==> src/rtl/gsensor_filter.sv <==
// Per-axis boxcar smoother for accelerometer samples with
// hysteretic tilt classification of each filtered axis.
module gsensor_filter #(
  parameter int LOG2_DEPTH = 3,
  parameter int TILT_ON    = 64,
  parameter int TILT_OFF   = 32
) (
  input  logic        clk,
  input  logic        reset_n,
  input  logic        data_valid,
  input  logic [15:0] data_x,
  input  logic [15:0] data_y,
  input  logic [15:0] data_z,
  output logic        avg_valid,
  output logic [15:0] avg_x,
  output logic [15:0] avg_y,
  output logic [15:0] avg_z,
  output logic [1:0]  tilt_x,
  output logic [1:0]  tilt_y,
  output logic [1:0]  tilt_z,
  output logic        filled
);

  localparam int DEPTH = 1 << LOG2_DEPTH;
  localparam int SW    = 16 + LOG2_DEPTH;
  localparam int CW    = LOG2_DEPTH + 1;

  typedef enum logic [1:0] {
    LEVEL = 2'b00,
    POS   = 2'b01,
    NEG   = 2'b10
  } tilt_e;

  logic [LOG2_DEPTH-1:0] wr_ptr_q, wr_ptr_d;
  logic [CW-1:0]         count_q, count_d;
  logic                  sum_vld_q;
  logic                  avg_valid_q;
  logic                  full;

  logic [2:0][15:0] din;
  logic [2:0][15:0] avg_all;
  logic [2:0][1:0]  tilt_all;

  assign din  = {data_z, data_y, data_x};
  assign full = (count_q == CW'(DEPTH));

  always_comb begin
    wr_ptr_d = wr_ptr_q;
    count_d  = count_q;
    if (data_valid) begin
      wr_ptr_d = wr_ptr_q + LOG2_DEPTH'(1);
      if (!full) count_d = count_q + CW'(1);
    end
  end

  always_ff @(posedge clk) begin
    if (!reset_n) begin
      wr_ptr_q    <= '0;
      count_q     <= '0;
      sum_vld_q   <= 1'b0;
      avg_valid_q <= 1'b0;
    end else begin
      wr_ptr_q    <= wr_ptr_d;
      count_q     <= count_d;
      sum_vld_q   <= data_valid;
      avg_valid_q <= sum_vld_q;
    end
  end

  for (genvar a = 0; a < 3; a++) begin : g_axis
    logic signed [15:0]   mem_q [DEPTH];
    logic signed [15:0]   smp;
    logic signed [15:0]   oldest;
    logic signed [SW-1:0] sum_q, sum_d;
    logic signed [15:0]   avg_q, avg_d;
    tilt_e                tilt_q, tilt_d;

    assign smp = din[a];
    // Buffer is never cleared, so stale entries are masked until full.
    assign oldest = full ? mem_q[wr_ptr_q] : '0;

    always_ff @(posedge clk) begin
      if (reset_n && data_valid) mem_q[wr_ptr_q] <= smp;
    end

    always_comb begin
      sum_d = sum_q;
      if (data_valid) begin
        sum_d = sum_q
              + {{LOG2_DEPTH{smp[15]}}, smp}
              - {{LOG2_DEPTH{oldest[15]}}, oldest};
      end
    end

    always_comb begin
      avg_d = avg_q;
      if (sum_vld_q) avg_d = 16'(sum_q >>> LOG2_DEPTH);
    end

    always_ff @(posedge clk) begin
      if (!reset_n) begin
        sum_q  <= '0;
        avg_q  <= '0;
        tilt_q <= LEVEL;
      end else begin
        sum_q  <= sum_d;
        avg_q  <= avg_d;
        tilt_q <= tilt_d;
      end
    end

    always_comb begin
      tilt_d = tilt_q;
      if (sum_vld_q) begin
        unique case (tilt_q)
          LEVEL: begin
            if (avg_d > TILT_ON)       tilt_d = POS;
            else if (avg_d < -TILT_ON) tilt_d = NEG;
          end
          POS: begin
            if (avg_d < -TILT_ON)      tilt_d = NEG;
            else if (avg_d < TILT_OFF) tilt_d = LEVEL;
          end
          NEG: begin
            if (avg_d > TILT_ON)        tilt_d = POS;
            else if (avg_d > -TILT_OFF) tilt_d = LEVEL;
          end
          default: tilt_d = LEVEL;
        endcase
      end
    end

    always_comb begin
      avg_all[a]  = avg_q;
      tilt_all[a] = tilt_q;
    end
  end

  assign avg_valid = avg_valid_q;
  assign avg_x     = avg_all[0];
  assign avg_y     = avg_all[1];
  assign avg_z     = avg_all[2];
  assign tilt_x    = tilt_all[0];
  assign tilt_y    = tilt_all[1];
  assign tilt_z    = tilt_all[2];
  assign filled    = full;

endmodule

==> config.mk <==
export PLATFORM = sky130hd
export DESIGN_NAME = gsensor_filter
export DESIGN_NICKNAME = d
export VERILOG_FILES = /design/src/rtl/gsensor_filter.sv
export SDC_FILE = /design/constraint.sdc
export NUM_CORES = 1
export LEC_CHECK = 0
export CAP_MARGIN = 20
export CORE_ASPECT_RATIO = 1.5
export CORE_MARGIN = 1
export CORE_UTILIZATION = 45
export DETAILED_ROUTE_END_ITERATION = 6
export PLACE_DENSITY = 0.71
export SLEW_MARGIN = 20
export SYNTH_ARGS = -nofsm -noshare
export SYNTH_HDL_FRONTEND = slang
export SYNTH_SLANG_ARGS = --single-unit
==> constraint.sdc <==
create_clock -name clk -period 9.5 [get_ports clk]
set_input_delay 1.9 -clock clk [delete_from_list [all_inputs] [get_ports clk]]
set_output_delay 1.9 -clock clk [all_outputs]
set_load 0.01 [all_outputs]
Word-level counts from Yosys, hierarchy flattened --
Memory sizes are Yosys's and may differ from the RTL's. A register that Yosys moved wholly into a read port is not among the register bits. Index checks and enable logic that the tools add are counted.
Storage, ports and cells: latch bits 0, ROM bits 0, RAM bits 384, bits in registers 120, memories kept 3, logic and storage cells 96
Cells by class: shift-type cells 0, reductions and logical operators 8, order comparisons 12, mux-type cells 35, $mul 0, eq/ne operators 16, bitwise logic cells 1, div/mod/pow operators 0, $add $sub $neg 8
Memories:
- g_axis[0].mem_q | depth 8, width 16, read ports 1, clocked after Yosys merged registers in 1, write ports 1, line 71 | logic signed [15:0] mem_q [DEPTH];
- g_axis[1].mem_q | depth 8, width 16, read ports 1, clocked after Yosys merged registers in 1, write ports 1, line 71
- g_axis[2].mem_q | depth 8, width 16, read ports 1, clocked after Yosys merged registers in 1, write ports 1, line 71
Operator list (number):
- < comparator 16 x 7 -> 1 bit, second input constant | 6
- two-way mux 16 bit | 6
- adder 19 bit | 3
- subtractor 19 bit | 3
- greater-than comparator 16 x 6 -> 1 bit, second input constant | 3
- greater-than comparator 16 x 8 -> 1 bit, second input constant | 3
- two-way mux 2 bit | 18
- inequality test 3 bit, second input constant | 9
- two-way mux 3 bit | 6
- one-hot mux 2 bit (3 select lines) | 3
- AND reduction 4 bit | 3
- equality test 2 x 1 -> 1 bit, second input constant | 3
- equality test 2 bit, second input constant | 3
- zero test 2 bit | 3
- adder 4 x 1 -> 4 bit, second input constant | 1
- equality test 4 bit, second input constant | 1
- adder 3 x 1 -> 3 bit, second input constant | 1
- two-way mux 1 bit | 2
- AND reduction 2 bit | 1
- logical AND 1 bit | 1
- inverter 1 bit | 1

Depth between registers and ports, before layout --
Gate-level depths: netlist (run 1).
word-level depth 5, depth in mapped cells 19, mapped depth without buffers 17

Least setup slack after synthesis (run 1) --
OpenSTA, ideal clock, no wires.
kind input port to flip-flop, start point input port data_valid, end point memory g_axis[0].mem_q[0][0], enable pin, data arrival time 7.022 ns, data required time 8.927 ns, setup slack 1.906 ns, cell stages on the path 4, cell sequence clkbuf_1 nand2_1 clkbuf_1 nor4_1
Between the ends: longest elaborated chain between the ends 3
Ends and longest elaborated chain:
- from (decl) | line 10 | input logic data_valid,
- logical AND 1 bit | line 83 | if (reset_n && data_valid) mem_q[wr_ptr_q] <= smp;
- two-way mux 1 bit | line 83
- two-way mux 1 bit (implied by the code) | line 83
- to (decl) | line 71
No other way between the ends.

==> key figures, run 1 <==
Job
  – Max_cap viols: 0

Synthesis
  – Yosys cell types: 66
  – Main synth FF type: edfxtp_1
  – Mean post-synth cell area: between 10 and 15 um2
  – Post-synth EDFFs: approximately 380
  – Synth top area cells: edfxtp_1, dfxtp_1, mux4_2
  – Compound-cell area share of the yosys netlist: approximately 5.5%
  – Main combinational cell family by area after synthesis: multiplexers
  – Fraction of synthesized area in multiplexers: about 14%
  – Commonest cells post-synth: edfxtp_1, inv_1, nor2_1
  – Most common cell in the netlist: edfxtp_1
  – Cell count after synthesis: 1734
  – Area share of the largest cell type after synthesis: just under 50%
  – Yosys top cell by area: edfxtp_1
  – Xor and xnor area share after synthesis: 1.810%
  – Simple-Gate Fraction of Synth Area: 6.982%
  – Area of the mapped netlist: between 20000 and 25000 um2
  – Seq/Total Area, Yosys: about three fifths
  – Ys Warns: 0
  – Synth Area in Adders: between 7 and 8%
  – Syn Nets: between 1500 and 2000
  – FFs w/ async S/R, synth: 0%
  – Seq cells post-synth: ~510

Worst setup path
  – Peak fanout along the critical path: between 50 and 60
  – CP Data Arrival Time: approximately 5700 ps
  – R2R depth: 15
  – R2r setup slk: approximately 4200 ps
  – Worst Path Buf+Inv: 2
  – CP max stage delay: about 980 ps
  – Slowest cell on crit path: dfxtp_4
  – Cell family with most CP delay: multiplexers
  – Worst setup EP type: register
  – Worst Path Required: 9930 ps
  – Critical path type: register to register
  – CP startpoint kind: register
  – RR Endpoint: g_axis[2].sum_q[18]$_SDFFE_PN0P_
  – Crit-path cells: buf_12 -> mux4_2 -> mux2i_1 -> nor2_1 -> fa_1 -> inv_1 -> fa_1 -> a21o_1 -> nand4_1 -> nand3_1 -> a41o_1 -> a221oi_1 -> mux2i_1 -> nand3_1 -> nor3b_2

Die
  – Die area: 53630 um2
  – Chip width: between 150 and 200 um
  – Core footprint: 51810 um2
  – Initial core utilization: a little under half
  – I/O Pins: ~110
  – Die Y: around 280 um
  – Std cell rows: slightly above 100

STA
  – Final Cycle Share: approximately 55%
  – Final Hold Viols: 0
  – Final setup skew: around 12 ps
  – Crit path time final: roughly 5300 ps
  – Max Fclk: roughly 190 MHz
  – Worst slew pin tran: just under 1000 ps
  – Max-slew violation count: 0
  – Setup violators final: 0
  – RSZ-0062 raised after global routing: false
  – WHS: between 400 and 500 ps
  – Setup_tns: 0 ps
  – Slew margin rel.: 35.25%

Drt
  – Antenna-violating nets left: 0
  – Via-per-instance ratio: roughly 5.6
  – DR WL/cell: 21.40 um
  – Aggregate routed wire length: ~55000 um
  – # DRC: 0
  – Initial DRC Count: roughly 1100
  – Via Count: ~14000
  – First drt pass iteration count: 6

Final layout
  – Fin util: between 50 and 60%
  – Area Growth Syn to Fin: 14.99%
  – Share of post-route cells with drive strength above 1: about an eighth
  – Nets@finish: 2015

Pwr
  – Power per cell area: around 240 nW/um2
  – Pwr Total: 6.530 mW
  – Leakage: 9.808 nW
  – Max IR drop VDD: about 0.00015 V

Clocking
  – Maximum buffer depth of the clock tree: 3
  – CTS buffer count: between 40 and 50
  – H-tree depth reported by CTS: 2
  – Postcts setup bufs: 0
  – Post-CTS Resized: 0
  – Worst-Skew Late Latency: roughly 570 ps
  – Clock Sinks: approximately 500
  – CTS root buf: clkbuf_16
  – Number of hold buffers added after CTS: 0
  – TritonCTS clock tree: built
  – Clock transition at path regs: 70 ps

Worst hold path
  – Hold path start: g_axis[0].sum_q[1]$_SDFFE_PN0P_
  – WHS Path Cells: 2
  – Hold endpoint: g_axis[0].sum_q[1]$_SDFFE_PN0P_
  – Hold/Removal Path Class: register to register

GRT
  – Global-route wire length before repair: 85170 um
  – Antenna violations before repair: 2
  – Total gr overflow: 0
  – Vias in the first global route: between 15000 and 20000
  – Total GRT Usage: between 20% and 30%
  – Largest net degree at the start of global routing: 58

Placement
  – PortBufs: 106
  – Dpl hpwl: approximately 37000 um
  – GP Congestion: between 0.8 and 0.9

Outcome
  – Status: finished, final reports clean
## where the power goes
| part | internal, mW | total [mW] | switching, mW |
|---|---|---|---|
| clock network | 1.16 | 1.99 | 0.822 |
| logic | 0.816 | 1.84 | 1.02 |
| registers | 2.52 | 2.71 | 0.189 |
| total | 4.50 | 6.53 | 2.03 |
## flip-flops by register name, indices dropped and copies added, names as in the netlist, 2 cells and up, named ones only
name / flops
g_axis.mem_q: 384
g_axis.sum_q: 57
avg_x: 16
avg_y: 16
avg_z: 16
count_q: 4
wr_ptr_q: 3
tilt_x: 2
tilt_y: 2
tilt_z: 2
## logic make-up after synthesis
group	count (synthesis)
AO/OA/AOI/OAI	198
XOR/XNOR	49
adder cells (fa/ha/maj)	117
buffers and inverters	287
flip-flops	507
multiplexers	214
AND/OR/NAND/NOR	362
## through the flow
| step | cells | setup WS [ps] | instance area, um2 |
|---|---|---|---|
| floorplan | 1734 | 1906 | 23710 |
| global placement | 2472 | 3952 | 25580 |
| detailed placement | 2474 | 3901 | 25630 |
| CTS | 2561 | 4209 | 27260 |
| global route | 2562 | 3929 | 27260 |
| finish | 2562 | 4231 | 27260 |
## per-layer routing
layer,vias up,GRT usage (%),share of wire (%)
li1,6511,-,-
met1,7259,25.03,39
met2,371,37.99,53
met3,96,2.651,4.8
met4,2,6.935,2.6
met5,-,0,0.024
## cell type report
cell class	instances	area (um2)
clock buffer	60	1297
inverter	219	823.3
timing repair buffer	132	1279
tap	676	845.8
fill	4317	24550
antenna	1	2.502
sequential	507	14010
clock inverter	27	336.6
multi-input combinational	940	8670
## how the worst max path moves through the flow
stage | to | slack, ps | cells past startpoint | from
detailed placement | g_axis[1].mem_q[7][13]$_DFFE_PP_ | 3900 | 7 | reset_n
global route | g_axis[2].sum_q[18]$_SDFFE_PN0P_ | 3930 | 15 | register
finish | g_axis[2].sum_q[18]$_SDFFE_PN0P_ | 4230 | 15 | register
global placement | g_axis[1].mem_q[7][11]$_DFFE_PP_ | 3950 | 7 | reset_n
floorplan | g_axis[0].mem_q[0][0]$_DFFE_PP_ | 1910 | 4 | data_valid
CTS | g_axis[2].sum_q[18]$_SDFFE_PN0P_ | 4210 | 15 | register
## cells in the final DEF, fill, tap and decap left out, types with 6 or more instances in the layout
| cell type | instances |
|---|---|
| edfxtp_1 | 384 |
| inv_1 | 217 |
| nor2_1 | 147 |
| dfxtp_1 | 119 |
| mux2i_1 | 112 |
| clkdlybuf4s50_1 | 105 |
| mux4_2 | 96 |
| nand2_1 | 80 |
| ha_1 | 63 |
| a21oi_1 | 54 |
| fa_1 | 54 |
| clkbuf_16 | 49 |
| o21ai_0 | 26 |
| xnor2_1 | 26 |
| a21o_1 | 25 |
| nor3_1 | 25 |
| xor2_1 | 23 |
| buf_4 | 23 |
| nand3_1 | 21 |
| o21ai_1 | 17 |
| nand2b_1 | 16 |
| nand4_1 | 15 |
| nor4_1 | 15 |
| and2_1 | 9 |
| o21a_1 | 9 |
| a31oi_1 | 8 |
| o21bai_1 | 8 |
| o31ai_1 | 8 |
| clkbuf_1 | 8 |
| a211oi_1 | 7 |
| bufinv_16 | 7 |
| clkinv_2 | 6 |
| clkinv_1 | 6 |
## worst min-delay path: stages, from the launching register on
cell and delay (ps):
dfxtp_1 310, nor2_1 80, a211oi_1 50
Power figures use the tool's default switching activity.
==> run 2: changes to the inputs <==
==> constraint.sdc (replaced) <==
create_clock -name clk -period 4.95 [get_ports clk]
set_input_delay 0.99 -clock clk [delete_from_list [all_inputs] [get_ports clk]]
set_output_delay 0.99 -clock clk [all_outputs]
set_load 0.01 [all_outputs]
==> run 2 against run 1 <==
  * Critical path depth shrank 1
  * Clock power is 80% higher
  * Utilization hardly changed
  * Clock skew grew 7.3 ps
  * Via count is 0.22% lower
  * Combinational power grew 90%
==> key figures, run 2 (synthesis results as in run 1) <==
Die
  – Std cell rows: 102 (unchanged)
  – Die area: 53630 um2 (unchanged)
  – Die Y: 283.1 um (unchanged)
  – Initial core utilization: 45.76% (unchanged)
  – I/O Pins: 107 (unchanged)
  – Core footprint: 51810 um2 (unchanged)
  – Chip width: 189.4 um (unchanged)

Worst setup path
  – Cell family with most CP delay: multiplexers (unchanged)
  – Worst Path Required: 5450 ps (was 9930 ps)
  – Slowest cell on crit path: dfxtp_4 (unchanged)
  – R2R depth: 14 (was 15)
  – Worst setup EP type: register (unchanged)
  – CP max stage delay: 560 ps (was 980 ps)
  – RR Endpoint: g_axis[0].sum_q[12]$_SDFFE_PN0P_ (was g_axis[2].sum_q[18]$_SDFFE_PN0P_)
  – Critical path type: register to register (unchanged)
  – CP startpoint kind: register (unchanged)
  – R2r setup slk: 530 ps (was 4230 ps)
  – Cell mode on critical path: fa_1
  – Peak fanout along the critical path: 19 (was 53)
  – Critical path depth in cells: 14 (was 15)
  – CP Data Arrival Time: 4920 ps (was 5700 ps)
  – Crit-path cells: buf_4 -> mux4_2 -> mux2i_1 -> nor2_1 -> fa_1 -> fa_1 -> nor2b_1 -> o31a_1 -> o211ai_1 -> and2_1 -> o21bai_1 -> a31oi_1 -> mux2_1 -> a21oi_1 (was buf_12 -> mux4_2 -> mux2i_1 -> nor2_1 -> fa_1 -> inv_1 -> fa_1 -> a21o_1 -> nand4_1 -> nand3_1 -> a41o_1 -> a221oi_1 -> mux2i_1 -> nand3_1 -> nor3b_2)
  – Worst Path Buf+Inv: 1 (was 2)

Job
  – Max_cap viols: 0 (unchanged)

STA
  – Setup violators final: 0 (unchanged)
  – Slew margin rel.: 40.14% (was 35.25%)
  – Max Fclk: 226.4 MHz (was 189.8 MHz)
  – Worst slew pin tran: 898.0 ps (was 971.2 ps)
  – Final setup skew: 19.82 ps (was 12.49 ps)
  – RSZ-0062 raised after global routing: false (unchanged)
  – Final Cycle Share: 89.24% (was 55.46%)
  – Final Hold Viols: 0 (unchanged)
  – Crit path time final: 4417 ps (was 5269 ps)
  – Max-slew violation count: 0 (unchanged)

Pwr
  – Power per cell area: 448.8 nW/um2 (was 239.5 nW/um2)
  – Pwr Total: 12.24 mW (was 6.530 mW)
  – Max IR drop VDD: 0.0002865 V (was 0.0001519 V)
  – Leakage: 9.838 nW (was 9.808 nW)

GRT
  – Global-route wire length before repair: 83970 um (was 85170 um)
  – Vias in the first global route: 15020 (was 15040)
  – Antenna violations before repair: 4 (was 2)
  – Largest net degree at the start of global routing: 61 (was 58)
  – Total gr overflow: 0 (unchanged)
  – Total GRT Usage: 20.50% (was 20.80%)

Final layout
  – Share of post-route cells with drive strength above 1: 12.30% (was 11.99%)
  – Multi-input gate area: 8672 um2 (was 8670 um2)
  – Reg area: 14010 um2 (unchanged)
  – Area Growth Syn to Fin: 15.04% (was 14.99%)
  – Most frequent cells in the layout: edfxtp_1, inv_1, nor2_1 (unchanged)
  – Most common cell after layout, fill and taps aside: edfxtp_1 (unchanged)
  – Fin util: 52.64% (was 52.62%)
  – Top reg by flops: g_axis.mem_q (unchanged)
  – Nets@finish: 2027 (was 2015)
  – Largest register FFs: 384 (unchanged)
  – Filler instances: 4351 (was 4317)
  – Largest registers: g_axis.mem_q (384), g_axis.sum_q (57) (unchanged)

Clocking
  – Worst-Skew Late Latency: 580 ps (was 570 ps)
  – Maximum buffer depth of the clock tree: 3 (unchanged)
  – H-tree depth reported by CTS: 2 (unchanged)
  – Number of hold buffers added after CTS: 0 (unchanged)
  – TritonCTS clock tree: built (unchanged)
  – Clock Sinks: 507 (unchanged)
  – Postcts setup bufs: 0 (unchanged)
  – Clock transition at path regs: 70 ps (about the same)
  – Post-CTS Resized: 0 (unchanged)
  – CTS root buf: clkbuf_16 (unchanged)
  – CTS buffer count: 45 (was 47)

Drt
  – Via-per-instance ratio: 5.522 (was 5.558)
  – # DRC: 0 (unchanged)
  – Initial DRC Count: 925 (was 1109)
  – Aggregate routed wire length: 53820 um (was 54840 um)
  – Via Count: 14210 (was 14240)
  – First drt pass iteration count: 5 (was 6)
  – DR WL/cell: 20.92 um (was 21.40 um)
  – Antenna-violating nets left: 0 (unchanged)

Outcome
  – Status: finished, final reports clean (unchanged)

Placement
  – Dpl hpwl: 35300 um (was 36570 um)
  – GP Congestion: 0.8781 (was 0.8982)
  – PortBufs: 106 (unchanged)

Worst hold path
  – Hold path start: g_axis[0].sum_q[1]$_SDFFE_PN0P_ (unchanged)
  – Hold/Removal Path Class: register to register (unchanged)
  – WHS Path Cells: 2 (unchanged)
  – Hold endpoint: g_axis[0].sum_q[1]$_SDFFE_PN0P_ (unchanged)
[run 2: cell types whose count changed in the layout (fill, tap and decap cells not counted), sizes merged]
cell,before,now
buf,27,41
bufinv,7,3
clkinv,16,19
clkinvlp,4,2
diode,1,2
inv,219,218
[run 2: per-layer routing]
layer	track usage, %	routed length (um)	vias up
met5	0	17	-
met4	9.798	2241	2
met3	2.973	2635	119
met2	35.95	27820	372
met1	24.55	21110	7186
li1	-	-	6529
[run 2: report_power, final]
group | switching (mW) | internal [mW] | leakage, nW | total, mW
clock network | 1.55 | 2.04 | 0.740 | 3.58
logic | 1.91 | 1.57 | 4.62 | 3.49
registers | 0.337 | 4.83 | 4.48 | 5.17
[run 2: layout make-up]
class	count	share of cell area, %
well taps	676	3.101
inverters	219	3.019
clock inverters	23	0.7065
repair buffers	146	5.156
clock buffers	60	4.840
diodes	2	0.01835
multi-input cells	940	31.80
flip-flops and latches	507	51.36
[run 2: through the flow]
stage	instance area [um2]	setup TNS (ps)	setup WS (ps)	hold slack [ps]	instances
4_1_cts	27270	0	469.6	492.0	2571
5_1_grt	27270	0	197.1	504.6	2573
3_3_place_gp	25760	0	382.8	470.3	2488
2_1_floorplan	23720	-66960	-465.0	446.6	1734
3_5_place_dp	25760	0	361.9	483.5	2488
6_report	27270	0	532.8	491.0	2573
[run 2: worst register-to-register path, cell delays in order (launching register included)]
cell and delay [ps]:
dfxtp_4 560, buf_4 450, mux4_2 580, mux2i_1 150, nor2_1 70, fa_1 490, fa_1 460, nor2b_1 200
o31a_1 230, o211ai_1 130, and2_1 210, o21bai_1 230, a31oi_1 140, mux2_1 330, a21oi_1 120
[run 2: how the worst max path moves through the flow]
stage / startpoint / endpoint
2_1_floorplan: data_valid / g_axis[0].mem_q[2][0]$_DFFE_PP_
3_3_place_gp: data_z[1] / g_axis[2].sum_q[18]$_SDFFE_PN0P_
3_5_place_dp: data_z[1] / g_axis[2].sum_q[18]$_SDFFE_PN0P_
4_1_cts: register / g_axis[2].sum_q[18]$_SDFFE_PN0P_
5_1_grt: register / g_axis[2].sum_q[18]$_SDFFE_PN0P_
6_report: register / g_axis[0].sum_q[12]$_SDFFE_PN0P_
==> run 3: changes to the inputs <==
--- a/config.mk
+++ b/config.mk
@@ -5,7 +5,7 @@
 export SDC_FILE = /design/constraint.sdc
 export NUM_CORES = 1
 export LEC_CHECK = 0
-export CAP_MARGIN = 20
+export CAP_MARGIN = 10
 export CORE_ASPECT_RATIO = 1.5
 export CORE_MARGIN = 1
 export CORE_UTILIZATION = 45
==> results of run 3 <==
No change in the layout: final DEF, timing and power equal those of run 2.
